==> src/rtl/run_detect_sched.sv <==
// -----------------------------------------------------------------------------
// run_detect_sched
//
// Several serial channels share one run-of-ones detector. A round-robin
// arbiter grants one requesting channel per cycle. The granted channel's bit
// is consumed and updates that channel's saturating run counter. A channel
// is "detected" while its counter sits at THRESH.
//
// Parameters
//   NCH    : number of requesting channels (2..8)
//   THRESH : run length of consecutive 1s at which det asserts (1..15)
//
// Ports
//   clk       : single clock, rising-edge active
//   reset     : synchronous, active-high reset
//   req       : per-channel request; the channel presents bit_in
//   bit_in    : per-channel serial data bit, meaningful while req is high
//   clr       : per-channel clear of the run counter (next edge)
//   gnt       : one-hot combinational grant
//   det       : registered per-channel detect level (counter == THRESH)
//   det_pulse : registered one-cycle pulse on each rising edge of det
//
// Handshake: a channel holds req high with its bit on bit_in. The bit is
// consumed on the rising edge that ends a cycle in which req[k] & gnt[k] is
// high. gnt is a pure function of req and the round-robin pointer, so it never
// depends on bit_in or clr. A channel that is not granted simply keeps
// presenting its bit.
// -----------------------------------------------------------------------------
module run_detect_sched #(
    parameter int NCH    = 4,
    parameter int THRESH = 2
) (
    input  logic           clk,
    input  logic           reset,
    input  logic [NCH-1:0] req,
    input  logic [NCH-1:0] bit_in,
    input  logic [NCH-1:0] clr,
    output logic [NCH-1:0] gnt,
    output logic [NCH-1:0] det,
    output logic [NCH-1:0] det_pulse
);

    localparam int         PW = (NCH > 1) ? $clog2(NCH) : 1;
    localparam logic [3:0] TH = 4'(THRESH);

    logic [PW-1:0]  ptr_q;
    logic [PW-1:0]  ptr_d;
    logic [PW-1:0]  ptr_eff;
    logic [3:0]     cnt_q [NCH];
    logic [3:0]     cnt_d [NCH];
    logic [NCH-1:0] det_d;

    // ------------------------------------------------------------------
    // Round-robin grant: first requester at or after ptr, wrapping.
    // While reset is high the search starts at channel 0. This keeps gnt
    // well defined even though nothing is consumed in that cycle.
    // ------------------------------------------------------------------
    always_comb begin
        int   idx;
        logic found;
        gnt     = '0;
        ptr_d   = ptr_q;
        found   = 1'b0;
        idx     = 0;
        ptr_eff = reset ? '0 : ptr_q;
        for (int i = 0; i < NCH; i++) begin
            idx = int'(ptr_eff) + i;
            if (idx >= NCH) begin
                idx = idx - NCH;
            end
            if (!found && req[idx]) begin
                found    = 1'b1;
                gnt[idx] = 1'b1;
                ptr_d    = (idx == NCH - 1) ? '0 : PW'(idx + 1);
            end
        end
    end

    // ------------------------------------------------------------------
    // Per-channel counter update. clr has priority over a consumed bit.
    // A bit that is cleared still counts as consumed, so the pointer has
    // already moved past this channel above.
    // ------------------------------------------------------------------
    always_comb begin
        for (int k = 0; k < NCH; k++) begin
            cnt_d[k] = cnt_q[k];
            if (clr[k]) begin
                cnt_d[k] = 4'd0;
            end else if (gnt[k]) begin
                if (!bit_in[k]) begin
                    cnt_d[k] = 4'd0;
                end else if (cnt_q[k] >= TH) begin
                    cnt_d[k] = TH;
                end else begin
                    cnt_d[k] = cnt_q[k] + 4'd1;
                end
            end
            det_d[k] = (cnt_d[k] == TH);
        end
    end

    // ------------------------------------------------------------------
    // State registers. det is registered alongside the counters from the
    // same next-state value. So det always equals (cnt_q == THRESH). That
    // makes it a Moore decode of the counter, visible the cycle after the
    // consuming grant. det_pulse compares the new level against the old
    // one, so a channel held at saturation does not pulse again.
    // ------------------------------------------------------------------
    always_ff @(posedge clk) begin
        if (reset) begin
            ptr_q     <= '0;
            det       <= '0;
            det_pulse <= '0;
            for (int k = 0; k < NCH; k++) begin
                cnt_q[k] <= 4'd0;
            end
        end else begin
            ptr_q     <= ptr_d;
            det       <= det_d;
            det_pulse <= det_d & ~det;
            for (int k = 0; k < NCH; k++) begin
                cnt_q[k] <= cnt_d[k];
            end
        end
    end

endmodule

==> config.mk <==
export PLATFORM = sky130hd
export DESIGN_NAME = run_detect_sched
export DESIGN_NICKNAME = d
export VERILOG_FILES = /design/src/rtl/run_detect_sched.sv
export SDC_FILE = /design/constraint.sdc
export NUM_CORES = 1
export LEC_CHECK = 0
export CORE_MARGIN = 5
export CORE_UTILIZATION = 30
export CTS_BUF_LIST = sky130_fd_sc_hd__clkbuf_16
export DETAILED_ROUTE_END_ITERATION = 8
export PLACE_DENSITY = 0.54
export SYNTH_ARGS = -nofsm -noshare
export SYNTH_HDL_FRONTEND = slang
export SYNTH_SLANG_ARGS = --single-unit
==> constraint.sdc <==
create_clock -name clk -period 3.1 [get_ports clk]
set_input_delay 0.465 -clock clk [delete_from_list [all_inputs] [get_ports clk]]
set_output_delay 0.465 -clock clk [all_outputs]
set_load 0.005 [all_outputs]
### After elaboration in Yosys (flattened, before gate mapping)

Memories as Yosys holds them, arrays and structs flattened.
Cells that the tools add are included.

| storage, ports and cells | value |
|---|---|
| memories kept | 1 |
| ROM bits | 0 |
| latch bits | 0 |
| input port bits | 14 |
| memory bits (writable) | 16 |
| register bits after elaboration | 10 |
| logic and storage cells | 126 |

Memory list:

| memory | depth | width | rd ports | clocked after Yosys merged registers in | write ports | RTL line | text |
|---|---|---|---|---|---|---|---|
| cnt_q | 4 | 4 | 4 | 0 | 4 | 49 | `logic [3:0] cnt_q [NCH];` |

| operators by class | value |
|---|---|
| bitwise logic cells | 9 |
| shift operators | 0 |
| div/mod/pow operators | 0 |
| muxes and demuxes | 63 |
| multipliers | 0 |
| eq/ne operators | 8 |
| $add $sub $neg | 15 |
| $lt $le $gt $ge | 16 |
| reductions and logical operators | 11 |

Operators by type and width:

| operator | number |
|---|---|
| $eq A32 B3 Y1 const B | 4 |
| $ge A32 B1 Y1 const B | 4 |
| $lt A32 B4 Y1 const B | 4 |
| $mux W32 | 4 |
| $mux W4 | 24 |
| $mux W1 | 18 |
| $mux W2 | 9 |
| $add A4 B1 Y4 const B | 4 |
| $eq A4 B2 Y1 const B | 4 |
| $ge A4 B2 Y1 const B | 4 |
| $or A4 B4 Y4 | 3 |
| $sub A3 B3 Y4 const B | 3 |
| $ge A3 B3 Y1 const B | 3 |
| $add A2 B2 Y2 const B | 4 |
| $bmux W1 S2 | 4 |
| $demux W1 S2 | 4 |
| $logic_and A1 B1 Y1 | 7 |
| $add A2 B2 Y3 const B | 2 |
| $and A4 B4 Y4 | 1 |
| $not A4 Y4 | 1 |
| $or A1 B1 Y1 | 4 |
| $reduce_bool A4 Y1 | 1 |
| $sub A2 B3 Y4 const B | 1 |
| $add A2 B1 Y3 const B | 1 |
| other kinds (2) | 4 |

### Longest topological paths before layout

Gate-level depths: netlist of the first run.

| logic depth | value |
|---|---|
| depth after elaboration | 20 |
| gate-level depth with buffers | 9 |

### Worst setup path after synthesis of the first run

Ideal clock, no wire load.

| timing path | value |
|---|---|
| path kind | input to output |
| start point | input reset |
| end point | output gnt[1] |
| cell stages on the path | 9 |
| path buffers | 0 |
| slack | 0.316 ns |
| data arrival time | 2.319 ns |
| cell sequence | and2b_4 > inv_4 > ha_1 > inv_1 > nor2_1 > a221oi_4 > nor2_4 > a211oi_4 > inv_2 |

| on the way | value |
|---|---|
| word-level cells in the longest chain between the ends | 16 |
| elaborated cells between the ends (all ways) | 64 |
| those cells by class | 7 x add/sub; 12 x order compare; 32 x mux; 3 x bitwise; 10 x reduce/logical |

RTL lines:

| item | RTL line | text |
|---|---|---|
| start: declaration | 34 | `input logic reset,` |
| $mux W2 (*) | 65 | `ptr_eff = reset ? '0 : ptr_q;` |
| parallel branches: the longest is 14 deep, another holds $ge A32 B1 Y1 | -- |  |
| $mux W4 (*) | 71 | `if (!found && req[idx]) begin` |
| end: declaration | 38 | `output logic [NCH-1:0] gnt,` |

Mark *: on every way between the ends. The select of a mux whose other input is x is not followed.

### Final worst setup path of the first run

Same ends and word-level chain as after synthesis.

==> impl_metrics.json, run 1 <==
{
  "outcome": "finished clean",
  "row_count": 28,
  "synth-seq-cells": 26,
  "ff_latch_area_um2": 520,
  "final_cells": 342,
  "io_buffers": 25,
  "worst_setup_path_end_kind": "output port",
  "ys_warn_count": 0,
  "num_vias": 1709,
  "ys_types": 45,
  "ctsHoldBuffers": 0,
  "cp_num_buf_inv": 4,
  "syn-num-nets": 232,
  "fin_worst_skew_ps": 3.10,
  "clock_latency_ps": 260,
  "start_kind": "input port",
  "final_common_cell": "buf_4",
  "first_pass_iters": 4,
  "required_ps": 2630,
  "gp_congestion": 0.941,
  "finalMaxSlewViolations": 0,
  "cp_top_family": "compound AO/OA/AOI/OAI gates",
  "hold_class": "flop to flop",
  "fmax_mhz": 336,
  "clkSlewWorstSetupHoldPaths_ps": 70,
  "track_usage": 0.119,
  "placed_cell_area_mm2": 0.00236,
  "synth_ff_type": "dfxtp_1",
  "cts_tree": "built",
  "drc": 0,
  "final_area_mm2": 0.00255,
  "grt_max_degree": 16,
  "r2r_slack_ps": 900,
  "synth_edf_count": 0,
  "whs_path_depth": 2,
  "wl_per_cell_um": 12.9,
  "clkSinkCount": 26,
  "via_per_inst": 5.00,
  "dieArea_mm2": 0.00771,
  "drive_above_1_share": 0.247,
  "overflow": 0,
  "dp_cells": 331,
  "setup_violations": 0,
  "min_period_ps": 2970,
  "nFillCells": 603,
  "num_io_pins": 26,
  "drt-total-wl_um": 4420,
  "cp_slowest_stage_delay_ps": 440,
  "htree_levels": 1,
  "grt_pass1_wl_um": 7510,
  "final_cell_mix": "buf_4 (37), nand2_1 (27), dfxtp_1 (26)",
  "cts_made_buffers": 3,
  "dieHeight_um": 87.8,
  "hold_viol": 0,
  "synth.avg_cell_area_um2": 8.73,
  "synth_area_mm2": 0.00182,
  "diodes": 0,
  "wl_met1_um": 2090,
  "ant_nets": 0,
  "grt_pass1_vias": 1645,
  "maxCapViolCount": 0,
  "fin_crit_sh": 0.960,
  "drt-initial-drc-count": 62,
  "cp_slowest_cell": "clkdlybuf4s50_1",
  "clock_path_buffers": 2,
  "wl_met3_um": 255,
  "critPathKind": "input port to output port",
  "syn_inst": 208,
  "relSlewSlack": 0.571,
  "leakagePower_uw": 0.00109,
  "ir_drop_mv": 0.321,
  "fin_nets": 292,
  "core_mm2": 0.00592,
  "dp_hpwl_um": 3300,
  "die_w_um": 87.8,
  "worst_ep_arrival_time_ps": 2510,
  "async_reset_ff_frac": 0,
  "root_buffer": "clkbuf_16",
  "path_cells": "dlymetal6s2s_1 > and2b_4 > ha_2 > inv_2 > a211oi_4 > a221oi_4 > a32o_1 > a211oi_4 > inv_2 > clkdlybuf4s50_1",
  "area_growth_pct": 40.2,
  "rsz0062_at_grt": "false",
  "max_slew.worst_pin.slew_ps": 641,
  "multi_input_area_mm2": 0.00124,
  "synth-seq-area-share": 0.287,
  "dr_wl_met2_um": 2040,
  "initial_core_util": 0.307,
  "antenna_found_initial": 0,
  "highest_layer": "met4",
  "worstSetupPathDepth": 10,
  "worstPathMaxFanout": 4,
  "worst_r2r_path_depth": 12,
  "p_per_area_mw_per_mm2": 569
}
## where the power goes
part           leakage [uW]  switching [uW]  internal [uW]
clock             0.0000511             119            257
combinational      0.000827             341            371
sequential         0.000210            11.9            351
## final timing paths
| kind | start | end |
|---|---|---|
| max | reset | gnt[1] |
| min | cnt_q[0][3]$_SDFF_PP0_ | cnt_q[0][3]$_SDFF_PP0_ |
| max reg2reg | ptr_q[0]$_SDFFE_PP0P_ | cnt_q[0][2]$_SDFF_PP0_ |
| min reg2reg | cnt_q[0][3]$_SDFF_PP0_ | cnt_q[0][3]$_SDFF_PP0_ |
## cell usage after synthesis (2+ instances only)
cell type | instances | area, um^2
a211oi_4 | 3 | 60.1
a21oi_1 | 2 | 10.0
and2b_4 | 2 | 20.0
and3_1 | 2 | 12.5
buf_2 | 2 | 10.0
clkbuf_1 | 5 | 18.8
dfxtp_1 | 26 | 521
ha_1 | 10 | 125
inv_1 | 7 | 26.3
inv_2 | 3 | 11.3
mux2_1 | 2 | 22.5
mux2i_1 | 23 | 230
nand2_1 | 27 | 101
nand2b_1 | 3 | 18.8
nand3_1 | 11 | 55.1
nand3b_1 | 5 | 37.5
nand4_1 | 9 | 56.3
nand4b_1 | 4 | 35.0
nand4bb_1 | 2 | 22.5
nor2_1 | 18 | 67.6
nor2b_1 | 3 | 18.8
nor3b_1 | 2 | 15.0
nor4_1 | 4 | 25.0
nor4b_1 | 4 | 35.0
o21ai_0 | 4 | 20.0
o22ai_1 | 2 | 12.5
o31ai_1 | 5 | 37.5
## per-stage QoR
step	setup TNS [ps]	utilization	worst slack (ps)	hold slack, ps	total power (uW)
detailed placement	-1070	0.398	-307	441	1040
global placement	-968	0.398	-261	439	1050
floorplan	0	-	316	422	771
CTS	-436	0.423	-230	453	1450
finish	0	0.430	125	447	1450
global route	0	0.430	1.17	483	1540
## registers in the layout, indices dropped and copies added, names as in the netlist
name / count
cnt_q: 16
det: 4
det_pulse: 4
ptr_q: 2
## routing by layer
metal  vias to the layer above  global-route usage
met5                         -                   0
met4                         0              0.0377
met3                         4              0.0169
met2                        50               0.195
met1                       780               0.162
li1                        875                   -
## worst reg2reg max path, stage by stage, from the launching register on
cell	delay, ps
dfxtp_1	320
and2b_4	170
inv_4	50
ha_2	180
inv_2	70
buf_4	140
a221oi_4	370
buf_4	180
buf_4	100
nand3_1	80
nand4_1	120
buf_4	180
mux2i_1	180
## repair_timing
action | CTS | global route
endpoints found under the hold margin | 0 | 0
buffers inserted | 5 | 2
pin swaps | 2 | 6
gates resized for setup | 6 | 11
gates cloned | 0 | 0
setup endpoints to repair | 4 | 4
## layout make-up
type                       instances  area share
timing repair buffer              63       0.215
inverter                          11      0.0172
clock buffer                       3      0.0295
multi-input combinational        163       0.486
tap                               75      0.0369
clock inverter                     1      0.0118
sequential                        26       0.204
## kinds of logic after synthesis
logic type / synth area share
flip-flops: 0.287
buffers and inverters: 0.0441
XOR/XNOR: 0.00482
AO/OA/AOI/OAI: 0.148
multiplexers: 0.147
adder cells (fa/ha/maj): 0.0689
AND/OR/NAND/NOR: 0.300
No activity file was read; power rests on OpenSTA's default activity.
==> run 2: changes to the inputs <==
- CELL_PAD_IN_SITES_DETAIL_PLACEMENT: default -> 1
- CELL_PAD_IN_SITES_GLOBAL_PLACEMENT: default -> 1
- PLACE_DENSITY: 0.54 -> 0.66
- TNS_END_PERCENT: default -> 10
==> impl_metrics.json, run 2 (same netlist as run 1, synthesis figures left out) <==
{
  "outcome": "finished clean",
  "clkSinkCount": 26,
  "antenna_found_initial": 0,
  "p_int_uw": 991,
  "core_mm2": 0.00592,
  "fin_worst_skew_ps": 1.62,
  "ctsHoldBuffers": 0,
  "dp_slack_ps": -351,
  "dieHeight_um": 87.8,
  "rsz0062_at_grt": "true",
  "dp_cells": 334,
  "leakagePower_uw": 0.00109,
  "clkPwrFrac": 0.256,
  "ant_nets": 0,
  "first_pass_iters": 4,
  "num_io_pins": 26,
  "cts_made_buffers": 3,
  "dp_hpwl_um": 4000,
  "worstPathMaxFanout": 5,
  "track_usage": 0.144,
  "grt_pass1_vias": 1807,
  "critPathKind": "input port to output port",
  "diodes": 0,
  "fin_nets": 293,
  "worst_ep_arrival_time_ps": 2570,
  "fin_crit_sh": 0.979,
  "drc": 0,
  "final_common_cell": "buf_4",
  "wl_per_cell_um": 15.4,
  "p_sw_frac": 0.343,
  "fin_ws_ps": 65.6,
  "clock_latency_ps": 270,
  "p_per_area_mw_per_mm2": 585,
  "row_count": 28,
  "max_slew.worst_pin.slew_ps": 678,
  "seqPwrFrac": 0.241,
  "nFillCells": 685,
  "largest_reg_flops": 16,
  "clock_path_buffers": 2,
  "io_buffers": 25,
  "grt_max_degree": 16,
  "regMostFlops": "cnt_q",
  "dieArea_mm2": 0.00771,
  "required_ps": 2630,
  "worst_setup_path_end_kind": "output port",
  "maxCapViolCount": 0,
  "drive_above_1_share": 0.257,
  "grt_pass1_wl_um": 8810,
  "initial_core_util": 0.307,
  "overflow": 0,
  "switching_power_uw": 518,
  "setup-tns-final_ps": 0,
  "clkSlewWorstSetupHoldPaths_ps": 70,
  "final_cells": 343,
  "cts_tree": "built",
  "gp_congestion": 0.883,
  "fmax_mhz": 330,
  "via_per_inst": 5.27,
  "drt-initial-drc-count": 44,
  "pwr-share-comb": 0.503,
  "start_kind": "input port",
  "num_vias": 1806,
  "area_growth_pct": 41.9,
  "ir_drop_mv": 0.315,
  "relSlewSlack": 0.546,
  "final_core_util": 0.435,
  "die_w_um": 87.8,
  "reg_top3": "cnt_q x16, det x4, det_pulse x4",
  "htree_levels": 1,
  "finalPower_uw": 1510,
  "finalMaxSlewViolations": 0,
  "hold_viol": 0,
  "root_buffer": "clkbuf_16",
  "final_cell_mix": "buf_4 (39), nand2_1 (27), dfxtp_1 (26)",
  "setup_violations": 0,
  "min_period_ps": 3030,
  "hold_class": "flop to flop",
  "drt-total-wl_um": 5290
}
==> run 2: layer usage <==
layer / share of wire / wire, um / global-route usage
met2: 0.50 / 2640 / 0.254
met5: 0 / 0 / 0
met1: 0.44 / 2350 / 0.180
met4: 0.017 / 89 / 0.0488
met3: 0.040 / 214 / 0.0198
==> run 2: final cells by class <==
cell class / instances / area, um^2 / share of cell area
multi-input combinational: 163 / 1270 / 0.494
sequential: 26 / 520 / 0.202
timing repair buffer: 64 / 542 / 0.210
clock buffer: 3 / 75.1 / 0.0291
tap: 75 / 93.8 / 0.0364
clock inverter: 1 / 30.0 / 0.0117
inverter: 11 / 43.8 / 0.0170
==> run 2: worst paths after layout <==
path	start	to	slack, ps	cells after the start
max	req[1]	gnt[1]	70	9
min reg2reg	cnt_q[3][3]$_SDFF_PP0_	cnt_q[3][3]$_SDFF_PP0_	460	2
max reg2reg	ptr_q[0]$_SDFFE_PP0P_	cnt_q[3][1]$_SDFF_PP0_	780	13
min	cnt_q[3][3]$_SDFF_PP0_	cnt_q[3][3]$_SDFF_PP0_	460	2
==> run 2: through the flow <==
| step | instance area [um^2] | hold WS [ps] |
|---|---|---|
| global placement | 2380 | 437 |
| global route | 2580 | 473 |
| CTS | 2530 | 457 |
| detailed placement | 2380 | 444 |
| floorplan | 1820 | 422 |
| finish | 2580 | 455 |
==> run 2: timing repair <==
action,4_1_cts,5_1_grt
pin swaps,7,5
setup endpoints to repair,4,2
endpoints found under the hold margin,0,0
buffers inserted,3,2
gates resized for setup,9,8
==> run 2: critical path: stages <==
cell	delay [ps]
clkdlybuf4s50_1	540
nor3b_1	80
o21bai_1	160
o221ai_2	130
buf_4	180
a32o_2	290
a211oi_4	240
inv_2	40
clkdlybuf4s50_1	440
==> run 2: power by group through the flow <==
| stage | combinational [uW] | sequential, uW | clock (uW) |
|---|---|---|---|
| after global routing | 813 | 366 | 410 |
| after CTS | 732 | 365 | 397 |
| final | 758 | 364 | 386 |
| after global placement | 693 | 371 | 0 |
| after floorplan | 403 | 368 | 0 |
| after detailed placement | 700 | 372 | 0 |
==> run 3: changes to the inputs <==
- SKIP_LAST_GASP: default -> 1
==> impl_metrics.json, run 3 (same netlist as run 1, synthesis figures left out) <==
{
  "outcome": "finished clean",
  "setup_violations": 0,
  "worst_setup_path_end_kind": "output port",
  "rsz0062_at_grt": "true",
  "ant_nets": 0,
  "drt-total-wl_um": 5270,
  "clkPwrFrac": 0.258,
  "area_growth_pct": 40.4,
  "max_slew.worst_pin.slew_ps": 678,
  "row_count": 28,
  "cp_slowest_stage_delay_ps": 490,
  "clkSinkCount": 26,
  "dp_hpwl_um": 4000,
  "cts_tree": "built",
  "relSlewSlack": 0.546,
  "finalMaxSlewViolations": 0,
  "worst_ep_arrival_time_ps": 2590,
  "core_mm2": 0.00592,
  "ir_drop_mv": 0.311,
  "hold_viol": 0,
  "p_int_uw": 986,
  "diodes": 0,
  "leakagePower_uw": 0.00108,
  "switching_power_uw": 509,
  "regMostFlops": "cnt_q",
  "final_cells": 343,
  "cp_top_family": "buffers and inverters",
  "dieHeight_um": 87.8,
  "min_period_ps": 3060,
  "grt_pass1_wl_um": 8810,
  "worstPathMaxFanout": 4,
  "fin_crit_sh": 0.986,
  "gp_congestion": 0.883,
  "critPathKind": "input port to output port",
  "cpMostUsedCell": "inv_2",
  "dp_slack_ps": -351,
  "antenna_found_initial": 0,
  "largest_reg_flops": 16,
  "grt_pass1_vias": 1807,
  "drive_above_1_share": 0.243,
  "fmax_mhz": 327,
  "p_per_area_mw_per_mm2": 586,
  "dp_cells": 334,
  "start_kind": "input port",
  "reg_top3": "cnt_q x16, det x4, det_pulse x4",
  "clock_path_buffers": 2,
  "overflow": 0,
  "pwr-share-comb": 0.499,
  "fin_ws_ps": 44.2,
  "htree_levels": 1,
  "drc": 0,
  "final_common_cell": "buf_4",
  "clkSlewWorstSetupHoldPaths_ps": 70,
  "fin_worst_skew_ps": 2.92,
  "clock_latency_ps": 270,
  "first_pass_iters": 4,
  "num_io_pins": 26,
  "via_per_inst": 5.20,
  "setup-tns-final_ps": 0,
  "final_cell_mix": "buf_4 (39), nand2_1 (27), dfxtp_1 (26)",
  "initial_core_util": 0.307,
  "dieArea_mm2": 0.00771,
  "cp_num_buf_inv": 5,
  "die_w_um": 87.8,
  "cts_made_buffers": 3,
  "wl_per_cell_um": 15.4,
  "drt-initial-drc-count": 57,
  "path_cells": "dlygate4sd2_1 > and2b_4 > inv_4 > ha_4 > inv_2 > nor2_1 > a221oi_4 > a32o_1 > a211oi_4 > inv_2 > clkdlybuf4s50_1",
  "grt_max_degree": 16,
  "ctsHoldBuffers": 0,
  "fin_nets": 293,
  "maxCapViolCount": 0,
  "seqPwrFrac": 0.244,
  "hold_class": "flop to flop",
  "io_buffers": 25,
  "cp_slowest_cell": "clkdlybuf4s50_1",
  "root_buffer": "clkbuf_16",
  "track_usage": 0.144,
  "required_ps": 2630,
  "num_vias": 1784,
  "p_sw_frac": 0.340
}
## run 3: cell counts in the layout (fill, tap and decap cells not counted)
No cell type changed its count.
## run 3: through the flow
| stage | total power [uW] | util | area [um^2] | hold slack (ps) |
|---|---|---|---|---|
| floorplan | 771 | - | 1820 | 422 |
| global placement | 1060 | 0.402 | 2380 | 437 |
| detailed placement | 1070 | 0.402 | 2380 | 444 |
| CTS | 1490 | 0.427 | 2530 | 457 |
| global route | 1580 | 0.431 | 2550 | 473 |
| finish | 1490 | 0.431 | 2550 | 455 |
## run 3: final timing paths
check | start | to | slack, ps | depth (start not counted)
setup / recovery | reset | gnt[1] | 40 | 11
hold / removal | cnt_q[3][3]$_SDFF_PP0_ | cnt_q[3][3]$_SDFF_PP0_ | 460 | 2
setup reg to reg | ptr_q[0]$_SDFFE_PP0P_ | cnt_q[3][1]$_SDFF_PP0_ | 780 | 12
hold reg to reg | cnt_q[3][3]$_SDFF_PP0_ | cnt_q[3][3]$_SDFF_PP0_ | 460 | 2
## run 3: timing repair
item / CTS / global route
gates cloned: 0 / 0
setup endpoints to repair: 4 / 2
resized for setup: 9 / 3
pin swaps: 7 / 4
buffers inserted: 3 / 2
hold endpoints to repair: 0 / 0
## run 3: cell type report
class,count,area (um^2)
fillers,686,3370
multi-input cells,163,1240
repair buffers,64,542
flip-flops and latches,26,520
well taps,75,93.8
clock buffers,3,75.1
inverters,11,43.8
clock inverters,1,30.0
## run 3: power groups by stage
| stage | clock network, uW | registers, uW | logic [uW] |
|---|---|---|---|
| floorplan | 0 | 368 | 403 |
| global placement | 0 | 371 | 693 |
| detailed placement | 0 | 372 | 700 |
| CTS | 397 | 365 | 732 |
| global route | 410 | 366 | 802 |
| finish | 385 | 364 | 745 |
## run 3: routing by layer
layer  part of all wire  track usage  up-vias
met1               0.45        0.180      863
met4              0.018       0.0488        0
li1                   -            -      878
met2               0.50        0.254       33
met5                  0            0        -
met3              0.033       0.0198       10
## run 3: tightest hold or removal path: stages (launching register included)
cell and delay, ps:
dfxtp_1 330, nand2_1 60, nor2_1 30
